**config.mk**
```make
export PLATFORM = sky130hd
export DESIGN_NAME = id_hazard_branch_unit
export DESIGN_NICKNAME = d
export VERILOG_FILES = /design/src/rtl/id_hazard_branch_unit.sv
export SDC_FILE = /design/constraint.sdc
export NUM_CORES = 1
export LEC_CHECK = 0
export BUFFER_PORTS_ARGS = -buffer_cell sky130_fd_sc_hd__buf_4
export CAP_MARGIN = 10
export CORE_MARGIN = 8
export CORE_UTILIZATION = 42
export CTS_CLUSTER_SIZE = 20
export DETAILED_ROUTE_END_ITERATION = 7
export HOLD_SLACK_MARGIN = 0.1
export PLACE_DENSITY_LB_ADDON = 0.05
export SYNTH_ARGS = -nofsm -noshare
export SYNTH_HDL_FRONTEND = slang
export SYNTH_SLANG_ARGS = --single-unit
```
**constraint.sdc**
```tcl
create_clock -name clk -period 3.2 [get_ports clk]
set_clock_uncertainty 0.2 [all_clocks]
set_input_delay 0.32 -clock clk [delete_from_list [all_inputs] [get_ports clk]]
set_output_delay 0.32 -clock clk [all_outputs]
set_load 0.03 [all_outputs]
```
**src/rtl/id_hazard_branch_unit.sv**
```systemverilog
// Decode-stage hazard and branch unit: owns the IF/ID register, detects load-use
// and branch-operand hazards, and resolves BEQ/BNE in ID with a zero-cycle redirect.
module id_hazard_branch_unit #(
    parameter int DATA_W = 32
) (
    input  logic              clk,
    input  logic              rst,
    input  logic [DATA_W-1:0] IF_PC,
    input  logic [DATA_W-1:0] IF_instruction,
    input  logic [DATA_W-1:0] RsData,
    input  logic [DATA_W-1:0] RtData,
    input  logic              EX_MemRead,
    input  logic              EX_RegWrite,
    input  logic [4:0]        EX_Dest,
    output logic              BranchTaken,
    output logic [DATA_W-1:0] BranchOffset,
    output logic              PCWrite,
    output logic [DATA_W-1:0] ID_PC,
    output logic [DATA_W-1:0] ID_instruction,
    output logic              ID_valid,
    output logic              ID_bubble,
    output logic [4:0]        Rs,
    output logic [4:0]        Rt
);

    typedef enum logic [1:0] {
        RUN   = 2'd0,
        HOLD2 = 2'd1,
        HOLD1 = 2'd2
    } state_t;

    localparam logic [5:0] OP_RTYPE = 6'h00;
    localparam logic [5:0] OP_BEQ   = 6'h04;
    localparam logic [5:0] OP_BNE   = 6'h05;
    localparam logic [5:0] OP_SW    = 6'h2B;

    function automatic logic signed [DATA_W-1:0] sext_imm16(input logic signed [15:0] imm);
        return DATA_W'(imm);
    endfunction

    state_t            state_q, state_d;
    logic [DATA_W-1:0] id_pc_q, id_pc_d;
    logic [DATA_W-1:0] id_instr_q, id_instr_d;
    logic              id_valid_q, id_valid_d;

    logic [5:0] op;
    logic [4:0] rs_idx, rt_idx;
    logic       is_beq, is_bne, is_branch, rt_is_src;
    logic       hz_use, hold_req, stall, br_cond, br_taken;
    logic signed [DATA_W-1:0] offset_ext;

    assign op     = id_instr_q[31:26];
    assign rs_idx = id_instr_q[25:21];
    assign rt_idx = id_instr_q[20:16];

    assign is_beq    = (op == OP_BEQ);
    assign is_bne    = (op == OP_BNE);
    assign is_branch = is_beq || is_bne;
    // LW and unlisted opcodes use Rt as a destination or not at all.
    assign rt_is_src = (op == OP_RTYPE) || (op == OP_SW) || is_branch;

    assign hz_use = id_valid_q && EX_RegWrite && (EX_Dest != 5'd0) &&
                    ((EX_Dest == rs_idx) || (rt_is_src && (EX_Dest == rt_idx)));

    always_comb begin
        state_d  = state_q;
        hold_req = 1'b0;
        unique case (state_q)
            RUN: begin
                if (hz_use && (EX_MemRead || is_branch)) begin
                    hold_req = 1'b1;
                    state_d  = (EX_MemRead && is_branch) ? HOLD2 : HOLD1;
                end
            end
            HOLD2:   state_d = HOLD1;
            HOLD1:   state_d = RUN;
            default: state_d = RUN;
        endcase
    end

    assign stall = (state_q != RUN) || hold_req;

    // Branch compare uses operands already forwarded by the datapath.
    assign br_cond  = id_valid_q &&
                      ((is_beq && (RsData == RtData)) || (is_bne && (RsData != RtData)));
    assign br_taken = !stall && br_cond;

    always_comb begin
        id_pc_d    = id_pc_q;
        id_instr_d = id_instr_q;
        id_valid_d = id_valid_q;
        if (!stall) begin
            id_pc_d = IF_PC;
            if (br_taken) begin
                id_instr_d = '0;
                id_valid_d = 1'b0;
            end else begin
                id_instr_d = IF_instruction;
                id_valid_d = 1'b1;
            end
        end
    end

    always_ff @(posedge clk or negedge rst) begin
        if (!rst) begin
            state_q    <= RUN;
            id_pc_q    <= '0;
            id_instr_q <= '0;
            id_valid_q <= 1'b0;
        end else begin
            state_q    <= state_d;
            id_pc_q    <= id_pc_d;
            id_instr_q <= id_instr_d;
            id_valid_q <= id_valid_d;
        end
    end

    assign offset_ext     = sext_imm16(id_instr_q[15:0]);
    assign BranchOffset   = offset_ext;
    assign BranchTaken    = br_taken;
    assign PCWrite        = stall;
    assign ID_bubble      = stall;
    assign ID_PC          = id_pc_q;
    assign ID_instruction = id_instr_q;
    assign ID_valid       = id_valid_q;
    assign Rs             = rs_idx;
    assign Rt             = rt_idx;

endmodule

```
## After elaboration in Yosys (flattened, before gate mapping)

Index checks and enable logic that the tools add are counted.

- Flip-flop bits (word level): 67
- Input port bits: 137
- Word-level logic and storage cells: 42

- Equal/unequal tests: 9
- Muxes and demuxes: 7
- Reductions and logical operators: 22

Operator list:

| kind | count |
|---|---|
| $eq A32 B32 Y1 | 1 |
| $mux W32 | 1 |
| $ne A32 B32 Y1 | 1 |
| $eq A6 B3 Y1 const B | 2 |
| $eq A5 B5 Y1 | 2 |
| $logic_and A1 B1 Y1 | 10 |
| $logic_or A1 B1 Y1 | 7 |
| $eq A6 B6 Y1 const B | 1 |
| $logic_not A6 Y1 | 1 |
| $reduce_bool A5 Y1 | 1 |
| $mux W2 | 2 |
| $pmux W2 S2 | 1 |
| $mux W1 | 3 |
| $eq A2 B1 Y1 const B | 1 |
| $logic_not A2 Y1 | 1 |
| $ne A2 B2 Y1 const B | 1 |
| $reduce_bool A2 Y1 | 1 |
| $logic_not A1 Y1 | 1 |

## Depth between registers and ports, before layout

- Word-level depth: 13
- Mapped depth: 9
- Mapped depth without buffers: 7

## Worst setup path after synthesis

OpenSTA, ideal clock, no wires.

- Path type: reg2out
- Start: register id_instr_q[27] (netlist: ID_instruction[27])
- End: output port BranchTaken
- Arrival time: 2.397 ns
- Data required time: 2.680 ns
- Path slack: 0.283 ns
- Stages on the path, launching flop included: 8
- Path buffers: 2
- Cells stage by stage: dfrtp_1 -> nor3_1 -> and3b_1 -> nand2_1 -> or4_1 -> clkbuf_1 -> clkbuf_1 -> a21oi_1

- Word-level cells in the longest chain between the ends: 12
- Elaborated cells on any way between the ends: 21
- Classes of those cells: 3 x eq/ne; 2 x mux; 16 x reduce/logical

RTL lines:

| element | line | source |
|---|---|---|
| start, declared | 43 | `logic [DATA_W-1:0] id_instr_q, id_instr_d;` |
| start signal, assigned | 113 | `id_instr_q <= id_instr_d;` |
| $eq A6 B6 Y1, or another cell as far along | 60 | `assign rt_is_src = (op == OP_RTYPE) \|\| (op == OP_SW) \|\| is_branch;` |
| $logic_or A1 B1 Y1, on equally long branches | 60, 58 |  |
| $logic_or A1 B1 Y1 | 60 |  |
| $logic_and A1 B1 Y1 | 63 | `((EX_Dest == rs_idx) \|\| (rt_is_src && (EX_Dest == rt_idx)));` |
| $logic_or A1 B1 Y1 | 63 |  |
| $logic_and A1 B1 Y1 | 62 | `assign hz_use = id_valid_q && EX_RegWrite && (EX_Dest != 5'd0) &&` |
| $logic_and A1 B1 Y1 | 70 | `if (hz_use && (EX_MemRead \|\| is_branch)) begin` |
| $mux W1 | 70 |  |
| $mux W1 | 68 | `unique case (state_q)` |
| $logic_or A1 B1 Y1 | 81 | `assign stall = (state_q != RUN) \|\| hold_req;` |
| $logic_not A1 Y1 | -- |  |
| $logic_and A1 B1 Y1 * | 86 | `assign br_taken = !stall && br_cond;` |
| end, declared | 15 | `output logic BranchTaken,` |

Every way passes the cells marked *; elsewhere a longest branch is shown, timed or not.

## Worst setup path after layout

Ends and elaborated chain as after synthesis.

==> flow_metrics.tcl <==
set metrics [dict create \
    status "finished clean" \
    period_needed_ns 2.93 \
    num_antenna_cells 0 \
    clockRootBuffer "clkbuf_8" \
    syn_area_per_cell_um2 10.8 \
    syn_inst 339 \
    rows 34 \
    synth-seq-cells 67 \
    syn-cell-area_um2 3660 \
    overflow 0 \
    yosys-top-cells-area "dfrtp_1 (46%), buf_4 (9.0%), xor2_1 (8.6%)" \
    fp.dieH_um 109 \
    maxSlewHeadroom_pct 43.9 \
    dpl_cell_area_um2 5250 \
    synthToLayoutAreaGrowth_pct 66.6 \
    htreeDepth 3 \
    worstMarginPinSlew_ns 0.842 \
    yosysUniqueCellTypes 32 \
    hold_path.class "register to register" \
    antenna_found_initial 0 \
    hold_violations 0 \
    vias 3453 \
    fin_area_um2 6100 \
    endpoint_kind "primary output" \
    dr.first_iter.drc_count 109 \
    rsz0062_at_grt "no" \
    cap_violations 0 \
    routabilityCongestion 0.778 \
    yosysSeqAreaShare_pct 45.8 \
    final_nets 741 \
    dieArea_um2 12000 \
    clock_sinks 67 \
    viasPerCell 4.82 \
    clock_path_buffers 2 \
    pin_count 247 \
    syn-num-nets 476 \
    path_class "register to primary output" \
    ant_nets 0 \
    drt_pre_antenna_iters 4 \
    drv_slew 0 \
    n_fill_cell 671 \
    clk_pin_slew_ns 0.07 \
    cts_resized 0 \
    start_kind "register" \
    period_share_pct 91.5 \
    synth-edff-count 0 \
    power-per-cell-area_nw_per_um2 635 \
    yosys.area.top_type "dfrtp_1" \
    worstSkewPairLatency_ns 0.32 \
    grtUsageTotal_pct 20.4 \
    cts_buffers 9 \
    final_cell_mix "buf_4 (251), dfrtp_1 (67), dlygate4sd3_1 (66)" \
    drc 0 \
    grt_max_degree 68 \
    portBuffers 246 \
    crit_fanout 24 \
    core_um2 8590 \
    leakage_nw 3.00 \
    cp.arrival_ns 2.41 \
    grt_pass1_vias 3715 \
    async_reset_ff_share_pct 100 \
    final_common_cell "buf_4" \
    critPathRequiredTime_ns 2.68 \
    setup-tns-final_ns 0 \
    grt_pass1_wl_um 19300 \
    drt_wl_total_um 12600 \
    start_util_pct 42.6 \
    fmax_mhz 342 \
    synth_top_area_share_pct 45.8 \
    cts_tree "yes" \
    vdd_drop_max_mv 0.458 \
    drive_gt1_share_pct 48.8 \
    setup_viol 0 \
    synthFlopType "dfrtp_1" \
    die_x_um 109 \
    post_drt_wl_per_cell_um 17.6 \
    ys_warn_count 0 \
    post-dp-hpwl_um 9150 \
]
[Yosys cell counts (all sizes together) (3+ instances only)]
cell,n
buf,49
dfrtp,67
nor2,3
nand4,3
xor2,36
xnor2,6
nand2,4
mux2,32
o21ai,64
clkbuf,15
nand3,33
nor4,8
nor3,5
[cells by family after synthesis]
family,Yosys count,share of synthesized area [%]
multiplexers,34,12.4
AO/OA/AOI/OAI,68,9.80
XOR/XNOR,42,10.0
buffers and inverters,66,12.8
AND/OR/NAND/NOR,62,9.15
flip-flops,67,45.8
[worst max-delay path: stages, from the launching register on]
cell and delay (ns):
dfrtp_1 0.41, nor3_1 0.24, mux2i_1 0.10, or4_4 0.53
a21oi_4 0.15, nor2_2 0.08, inv_2 0.11, buf_12 0.19
a21oi_1 0.06, buf_4 0.19
[per-stage QoR]
stage,hold slack [ns],power (W),setup slack (ns),utilization [%],std cells
2_1_floorplan,-0.176,0.00253,0.283,-,339
3_3_place_gp,0.214,0.00311,0.572,61.1,635
3_5_place_dp,0.232,0.00313,0.499,61.1,635
4_1_cts,0.240,0.00390,0.231,71.0,716
5_1_grt,0.261,0.00406,0.148,71.0,716
6_report,0.232,0.00387,0.272,71.0,716
[final timing paths]
path                                    startpoint                 end  slack (ns)  depth (start not counted)
worst min register to register          state_q[1]          state_q[1]        0.23                          1
worst max-delay path            ID_instruction[27]         BranchTaken        0.27                          9
worst min-delay path                    state_q[1]          state_q[1]        0.23                          1
max in group asynchronous                      rst           ID_PC[27]        1.81                          2
worst max register to register  ID_instruction[27]  ID_instruction[15]        0.52                          9
min in group asynchronous                      rst  ID_instruction[11]        0.45                          2
[routing by layer]
metal  global-route usage (%)  vias to the layer above  share of wire (%)
li1                         -                     1659                  -
met1                     22.8                     1655                 37
met2                     36.6                      135                 53
met3                     7.91                        4                 10
met4                     2.89                        0               0.26
met5                        0                        -                  0
[flip-flops by register name, summed over array words and instances (netlist names)]
name and cells:
ID_PC 32, state_q 2, ID_valid 1, ID_instruction 32
[cell type report]
type                            instances  area (µm²)  share of cell area [%]
Multi-Input combinational cell        206        1520                    25.0
Inverter                                2        7.51                   0.123
Tap cell                              108         135                    2.21
Sequential cell                        67        1680                    27.5
Clock buffer                           13         159                    2.60
Timing Repair Buffer                  318        2560                    42.0
Clock inverter                          2        35.0                   0.574
[timing repair]
action	4_1_cts	5_1_grt
endpoints found under the hold margin	132	0
hold buffers	66	0
setup buffers	0	0
[power by group]
group / switching (W) / internal (W) / total (W)
registers: 0.000176 / 0.00104 / 0.00121
logic: 0.00115 / 0.000814 / 0.00196
clock network: 0.000301 / 0.000398 / 0.000699
total: 0.00163 / 0.00225 / 0.00387
Power figures use the tool's default switching activity.
